===== src/rtl/fetch_ctrl_pkg.sv =====
// Shared definitions for the instruction fetch controller: FSM encoding,
// default boot address and the redirect alignment helper.
package fetch_ctrl_pkg;

    typedef enum logic [1:0] {
        ST_FETCH = 2'd0,
        ST_DRAIN = 2'd1,
        ST_HOLD  = 2'd2
    } fetch_state_e;

    localparam logic [31:0] FETCH_RESET_PC = 32'h0000_3000;

    function automatic logic [31:0] word_align(input logic [31:0] addr);
        return {addr[31:2], 2'b00};
    endfunction

endpackage


===== src/rtl/fetch_skid.sv =====
// One-entry skid register holding a fetched word (data, pc, valid) while decode stalls.
// Load takes effect on the next edge; drop wins over load.
module fetch_skid (
    input  logic        clk,
    input  logic        rst,
    input  logic        load,
    input  logic        drop,
    input  logic [31:0] load_dat,
    input  logic [31:0] load_pc,
    output logic        skid_vld,
    output logic [31:0] skid_dat,
    output logic [31:0] skid_pc
);

    logic        vld_q, vld_d;
    logic [31:0] dat_q, dat_d;
    logic [31:0] pc_q,  pc_d;

    always_comb begin
        vld_d = vld_q;
        dat_d = dat_q;
        pc_d  = pc_q;
        if (drop) begin
            vld_d = 1'b0;
        end else if (load) begin
            vld_d = 1'b1;
            dat_d = load_dat;
            pc_d  = load_pc;
        end
    end

    always_ff @(posedge clk) begin
        if (rst) begin
            vld_q <= 1'b0;
            dat_q <= 32'd0;
            pc_q  <= 32'd0;
        end else begin
            vld_q <= vld_d;
            dat_q <= dat_d;
            pc_q  <= pc_d;
        end
    end

    assign skid_vld = vld_q;
    assign skid_dat = dat_q;
    assign skid_pc  = pc_q;

endmodule


===== src/rtl/fetch_ctrl.sv =====
// Instruction fetch controller: one outstanding imem request, one output buffer
// plus a skid entry; 1-cycle ack-to-inst latency, redirect flushes everything.
module fetch_ctrl
    import fetch_ctrl_pkg::*;
#(
    parameter logic [31:0] RESET_PC = FETCH_RESET_PC
) (
    input  logic        clk,
    input  logic        rst,
    output logic        imem_req,
    output logic [31:0] imem_addr,
    input  logic        imem_ack,
    input  logic [31:0] imem_rdata,
    output logic        inst_valid,
    output logic [31:0] inst,
    output logic [31:0] inst_pc,
    input  logic        id_stall,
    input  logic        redirect,
    input  logic [31:0] redirect_pc
);

    fetch_state_e state_q, state_d;
    logic [31:0]  pc_q, pc_d;
    logic [31:0]  addr_q, addr_d;
    logic         req_q, req_d;
    logic         inst_valid_q, inst_valid_d;
    logic [31:0]  inst_q, inst_d;
    logic [31:0]  inst_pc_q, inst_pc_d;

    logic         skid_load, skid_drop, skid_vld;
    logic [31:0]  skid_dat, skid_pc;
    logic         buf_free;
    logic [31:0]  pc_inc, tgt;

    fetch_skid u_skid (
        .clk      (clk),
        .rst      (rst),
        .load     (skid_load),
        .drop     (skid_drop),
        .load_dat (imem_rdata),
        .load_pc  (pc_q),
        .skid_vld (skid_vld),
        .skid_dat (skid_dat),
        .skid_pc  (skid_pc)
    );

    always_comb begin
        buf_free     = !inst_valid_q || !id_stall;
        pc_inc       = pc_q + 32'd4;
        tgt          = word_align(redirect_pc);
        state_d      = state_q;
        pc_d         = pc_q;
        inst_valid_d = inst_valid_q && id_stall;
        inst_d       = inst_q;
        inst_pc_d    = inst_pc_q;
        skid_load    = 1'b0;
        skid_drop    = 1'b0;

        case (state_q)
            ST_FETCH: begin
                if (redirect) begin
                    pc_d         = tgt;
                    inst_valid_d = 1'b0;
                    if (!imem_ack) state_d = ST_DRAIN;
                end else if (imem_ack) begin
                    pc_d = pc_inc;
                    if (buf_free) begin
                        inst_d       = imem_rdata;
                        inst_pc_d    = pc_q;
                        inst_valid_d = 1'b1;
                    end else begin
                        skid_load = 1'b1;
                        state_d   = ST_HOLD;
                    end
                end
            end
            ST_DRAIN: begin
                if (redirect) begin
                    pc_d         = tgt;
                    inst_valid_d = 1'b0;
                end
                if (imem_ack) state_d = ST_FETCH;
            end
            ST_HOLD: begin
                if (redirect) begin
                    skid_drop    = 1'b1;
                    pc_d         = tgt;
                    inst_valid_d = 1'b0;
                    state_d      = ST_FETCH;
                end else if (buf_free && skid_vld) begin
                    inst_d       = skid_dat;
                    inst_pc_d    = skid_pc;
                    inst_valid_d = 1'b1;
                    skid_drop    = 1'b1;
                    state_d      = ST_FETCH;
                end
            end
            default: begin
                skid_drop = 1'b1;
                state_d   = ST_FETCH;
            end
        endcase

        // The bus address stays frozen while a request is still waiting for its ack.
        addr_d = (req_q && !imem_ack) ? addr_q : pc_d;
        req_d  = (state_d == ST_FETCH) || (state_d == ST_DRAIN);
    end

    always_ff @(posedge clk) begin
        if (rst) begin
            state_q      <= ST_FETCH;
            pc_q         <= RESET_PC;
            addr_q       <= RESET_PC;
            req_q        <= 1'b1;
            inst_valid_q <= 1'b0;
            inst_q       <= 32'd0;
            inst_pc_q    <= 32'd0;
        end else begin
            state_q      <= state_d;
            pc_q         <= pc_d;
            addr_q       <= addr_d;
            req_q        <= req_d;
            inst_valid_q <= inst_valid_d;
            inst_q       <= inst_d;
            inst_pc_q    <= inst_pc_d;
        end
    end

    assign imem_req   = req_q;
    assign imem_addr  = addr_q;
    assign inst_valid = inst_valid_q;
    assign inst       = inst_q;
    assign inst_pc    = inst_pc_q;

endmodule

===== config.mk =====
export PLATFORM = sky130hd
export DESIGN_NAME = fetch_ctrl
export DESIGN_NICKNAME = d
export VERILOG_FILES = /design/src/rtl/fetch_ctrl_pkg.sv /design/src/rtl/fetch_skid.sv /design/src/rtl/fetch_ctrl.sv
export SDC_FILE = /design/constraint.sdc
export NUM_CORES = 1
export LEC_CHECK = 0
export BUFFER_PORTS_ARGS = -buffer_cell sky130_fd_sc_hd__buf_2
export CAP_MARGIN = 20
export CORE_MARGIN = 8
export CORE_UTILIZATION = 25
export CTS_CLUSTER_DIAMETER = 30
export DETAILED_ROUTE_END_ITERATION = 6
export RECOVER_POWER = 25
export SLEW_MARGIN = 15
export SYNTH_ARGS = -nofsm -noshare
export SYNTH_HDL_FRONTEND = slang
export SYNTH_SLANG_ARGS = --single-unit

===== constraint.sdc =====
create_clock -name clk -period 3 [get_ports clk]
set_input_delay 0.6 -clock clk [delete_from_list [all_inputs] [get_ports clk]]
set_output_delay 0.6 -clock clk [all_outputs]
set_load 0.05 [all_outputs]

After elaboration in Yosys (flattened, before gate mapping) --
Cells that the tools add are included.
Storage, ports and cells: word-level logic and storage cells 74, register bits 197
Operators by class: $add $sub $neg 1, bitwise gates (word level) 1, equality and inequality tests 8, reductions and logical operators 16, muxes and demuxes 38
Operators by type and width (count):
- 32-bit 2-to-1 mux | 13
- 32-bit case mux with 2 select lines | 3
- 32-bit by 3-bit adder with 32-bit output (second input constant) | 1
- 2-bit 2-to-1 mux | 7
- 1-bit 2-to-1 mux | 12
- 2-bit != test (second input constant) | 5
- 2-bit case mux with 3 select lines | 1
- 6-bit AND reduction | 1
- 2-bit OR reduction | 3
- 2-bit by 1-bit == test with 1-bit output (second input constant) | 2
- 2-bit logical NOT | 2
- 1-bit logical AND | 3
- 1-bit logical NOT | 3
- 1-bit case mux with 3 select lines | 1
- 2-bit == test (second input constant) | 1
- 1-bit logical OR | 2
- 1-bit case mux with 2 select lines | 1
- 2-bit AND reduction | 1
- 2-bit nonzero test | 1
- 1-bit NOT | 1

Logic depth before layout (Yosys ltp) --
depth after elaboration 8, mapped depth 10, gate-level depth less buffers 7

By module --
From an unflattened synthesis, not the netlist that was laid out.
Second synthesis, totals: cells, all modules 1054, area total of the unflattened synthesis 9780.6 sq um
Modules (own cells, without submodules):
- fetch_ctrl | area an instance 6586.3 sq um, instances 1, cells each 759
- fetch_skid | area an instance 3194.3 sq um, instances 1, cells each 295

Worst setup path before layout --
Ideal clock, no wire load.
path type reg2reg, start point register state_q[0], end point register pc_q[13], data arrival time 1.956 ns, slack 0.917 ns, cell stages (with the launch flop) 9, buffers on the path 2, clock period less this slack 2.083 ns, path through dfxtp_1 inv_1 ha_1 clkbuf_1 or2_2 clkbuf_1 a41oi_1 o41ai_2 or3_1
Between the ends: cells in the longest elaborated chain, start to end 3, elaborated cells on any way between the ends 5, those cells by class 2 x eq/ne; 1 x mux; 2 x reduce/logical
RTL lines:
- start, declared | RTL line fetch_ctrl.sv:22 | fetch_state_e state_q, state_d;
- start signal, assigned | RTL line fetch_ctrl.sv:119 | state_q <= state_d;
- 2-bit == test / 2-bit by 1-bit == test with 1-bit output (equally long branches) | RTL line fetch_ctrl.sv:59 | case (state_q)
- 2-bit OR reduction (no line)
- 32-bit case mux with 2 select lines * | RTL line fetch_ctrl.sv:59
- end signal, assigned | RTL line fetch_ctrl.sv:120 | pc_q <= pc_d;
- end, declared | RTL line fetch_ctrl.sv:23 | logic [31:0] pc_q, pc_d;
Every way passes the cells marked *; elsewhere a longest branch is shown, timed or not. A chain may end at the register's enable or synchronous reset.

Final worst setup path --
start point register state_q[1], end point register addr_q[9] (netlist: imem_addr[9])
Between the ends: cells in the longest elaborated chain, start to end 3, elaborated cells on any way between the ends 5, those cells by class 2 x eq/ne; 1 x mux; 2 x reduce/logical
RTL lines:
- 2-bit == test / 2-bit by 1-bit == test with 1-bit output (equally long branches) | RTL line fetch_ctrl.sv:59
- 2-bit OR reduction (no line)
- 32-bit case mux with 2 select lines * | RTL line fetch_ctrl.sv:59
- end signal, assigned | RTL line fetch_ctrl.sv:121 | addr_q <= addr_d;
- end, declared | RTL line fetch_ctrl.sv:24 | logic [31:0] addr_q, addr_d;
Marked as above.

==> impl_metrics.yaml <==
sta:
  finalMaxSlewViolations: 0
  final-setup-viol-count: 0
  slew_headroom: 0.469
  final.min_clock_period_ns: 2.62
  timing.final.hold_violations: 0
  period_share: 0.874
  tns_ns: 0
  rsz0062_at_grt: "false"
  timing.fmax_ghz: 0.382
  worst_clock_skew_ns: 0.0200
  worst_pin_slew_ns: 0.790
floorplanning:
  die_area_mm2: 0.0430
  rows: 70
  coreArea_mm2: 0.0363
  dieHeight_um: 207
  floorplan.initialDensity: 0.252
  ios: 167
  die_w_um: 207
clock_tree:
  cts_sinks: 197
  clockBufferDepth: 2
  insertion_delay_ns: 0.45
  post_cts_buffers: 0
  clk_pin_slew_ns: 0.08
  hold_buffers: 0
  root_buffer: "clkbuf_16"
  cts_tree: "done"
  ctsResizeCount: 0
  cts_buffers: 17
  htreeDepth: 4
route:
  drc_errors: 0
  vias: 8539
  vias_per_cell: 5.03
  wl_per_cell_um: 18.1
  drt-pass1-iter-count: 5
  drt_first_iter_violations: 582
  antenna_left: 0
  wirelength_um: 30700
min_path:
  hp-class: "in -> reg"
setup_path:
  cp-end-kind: "flop"
  critPathBufInv: 1
  reg2reg_from: "state_q[1]$_SDFF_PP0_"
  cp_top_family: "compound AO/OA/AOI/OAI gates"
  critPathSlowestCell: "and2_1"
  worst_setup_path_start_kind: "flop"
  crit_start: "state_q[1]$_SDFF_PP0_"
  reg2reg_slack_ns: 0.38
  crit_fanout: 16
  worst-setup-path-type: "reg -> reg"
  cp_common_cell: "o21ai_0"
  cpPeakStageDelay_ns: 0.46
  path_cells: "inv_1, ha_1, and2_1, a221oi_1, a21oi_1, o21ai_0, o21ai_0"
  rr_worst_depth: 7
  cp.arrival_ns: 2.93
  path_depth: 7
  crit_end: "imem_addr[9]$_SDFFE_PP0N_"
  cp_data_required_time_ns: 3.31
  r2r-end: "imem_addr[9]$_SDFFE_PP0N_"
placed_design:
  place_area_mm2: 0.0105
  gp_congestion: 0.898
  placed_cells: 1662
  portBuffers: 164
  dp_hpwl_um: 22000
pwr:
  leakage_nw: 3.83
  ir_drop_mv: 0.313
  power.total_mw: 6.49
  power_density_mw_per_mm2: 588
cells_and_area:
  drive_gt1_frac: 0.158
  postLayoutCellArea_mm2: 0.0110
  final_cells: 1698
  utilization: 0.304
  multi_input_area_mm2: 0.00477
  seq_area_mm2: 0.00394
  syn_to_final_growth_pct: 20.6
  nets: 1287
  fillers: 3860
outcome:
  status: "completed"
yosys:
  synth_nets: 1171
  ys_warn_count: 0
  netlist_area_mm2: 0.00916
  synth_ff_type: "dfxtp_1"
  async_flop_share: 0
  yosysTopAreaCell: "dfxtp_1"
  synth_seq_cells: 197
  syn_inst: 1097
  synth-edff-count: 0
  synth_cell_type_count: 82
  syn_avg_cell_area_um2: 8.35
  seq_area_frac_synth: 0.431
  synth.area.top_cells: "dfxtp_1 43%, mux2i_1 7.3%, a211oi_1 6.7%"
  yosysTopAreaCellShare: 0.431
global_route:
  grt_max_degree: 111
  grt_pass1_vias: 8117
  antenna_found_initial: 6
  grtUsageTotal: 0.138
  grt_pass1_wl_um: 47500
  grt_remaining_overflow: 0
run:
  drv_cap: 0
-- synthesized netlist by cell type, types with 5 or more instances --
master and n:
nor4_1 8, a22oi_1 7, a21oi_1 96, nor2_1 131, o31ai_1 7, ha_1 5, and3_1 7, nand2_1 158
buf_1 15, dfxtp_1 197, buf_2 22, o22ai_1 8, nand4_1 19, nand3_1 13, nor3_1 19, mux2i_1 67
a221oi_1 5, mux2_2 7, o21ai_0 23, nand3b_1 10, nand2b_1 6, a21o_1 7, clkbuf_1 63, and2_1 5
inv_1 9, a211oi_1 82, o211ai_1 7
-- layer usage --
layer	up-vias	GRT usage	share of wire
li1	4193	-	-
met1	4013	0.181	0.46
met2	291	0.212	0.44
met4	6	0.0446	0.019
met3	36	0.0429	0.074
met5	-	0	0.0014
-- worst min path at each step --
stage	startpoint	endpoint	cells past startpoint
global route	imem_rdata[14]	u_skid.skid_dat[14]$_SDFFE_PP0P_	3
CTS	imem_rdata[5]	u_skid.skid_dat[5]$_SDFFE_PP0P_	3
detailed placement	u_skid.skid_pc[7]$_SDFFE_PP0P_	u_skid.skid_pc[7]$_SDFFE_PP0P_	2
floorplan	u_skid.skid_dat[0]$_SDFFE_PP0P_	u_skid.skid_dat[0]$_SDFFE_PP0P_	2
global placement	u_skid.skid_dat[25]$_SDFFE_PP0P_	u_skid.skid_dat[25]$_SDFFE_PP0P_	2
finish	imem_rdata[19]	u_skid.skid_dat[19]$_SDFFE_PP0P_	3
-- state kept, by name, summed over array words and instances, names as in the netlist, 2 cells and up --
| name | flops |
|---|---|
| imem_addr | 32 |
| inst | 32 |
| inst_pc | 32 |
| pc_q | 32 |
| state_q | 2 |
| u_skid.skid_dat | 32 |
| u_skid.skid_pc | 32 |
-- where the power goes --
group / internal, mW / switching, mW / total (mW)
sequential: 2.76 / 0.133 / 2.90
clock: 1.15 / 1.20 / 2.35
combinational: 0.346 / 0.904 / 1.25
total: 4.26 / 2.24 / 6.49
-- cells in the final DEF, fill, tap and decap left out, types with 5 or more instances in the layout --
cell type and n:
dfxtp_1 197, nand2_1 158, nor2_1 131, a21oi_1 96, buf_2 90, a211oi_1 81
clkbuf_1 73, mux2i_1 67, buf_4 32, o21ai_0 23, nand4_1 19, nor3_1 18
clkbuf_16 17, nand3_1 13, nand3b_1 10, inv_1 9, nor4_1 8, o22ai_1 8
o211ai_1 7, a21o_1 7, mux2_2 7, and3_1 7, a22oi_1 7, o31ai_1 7
nand2b_1 6, buf_12 6, and2_1 5, a221oi_1 5
-- area by class of cell --
cell class	instances	share of cell area
Clock buffer	18	0.0398
Inverter	12	0.00408
Multi-Input combinational cell	783	0.432
Clock inverter	14	0.0144
Timing Repair Buffer	202	0.0992
Antenna cell	4	0.000906
Sequential cell	197	0.357
Tap cell	468	0.0530
-- worst register-to-register path: stages (launching register included) --
cell      delay (ns)
dfxtp_1         0.45
inv_1           0.10
ha_1            0.44
and2_1          0.47
a221oi_1        0.41
a21oi_1         0.11
o21ai_0         0.37
o21ai_0         0.14
-- cells by family (layout without fill, tap and decap cells) --
logic type               count (synthesis)  after routing  share of synthesized area
multiplexers                            75             75                     0.0835
buffers and inverters                  117            246                     0.0529
adder cells (fa/ha/maj)                  5              5                    0.00683
AND/OR/NAND/NOR                        404            404                      0.204
flip-flops                             197            197                      0.431
other                                    0              4                          0
AO/OA/AOI/OAI                          299            299                      0.223
-- metrics by stage --
step                worst slack [ns]  hold WS [ns]
floorplan                      0.917         0.436
global route                   0.142         0.385
global placement               0.465         0.441
finish                         0.379         0.403
CTS                            0.417         0.377
detailed placement             0.427         0.446
Note: power is estimated with default switching activity, not from simulation.
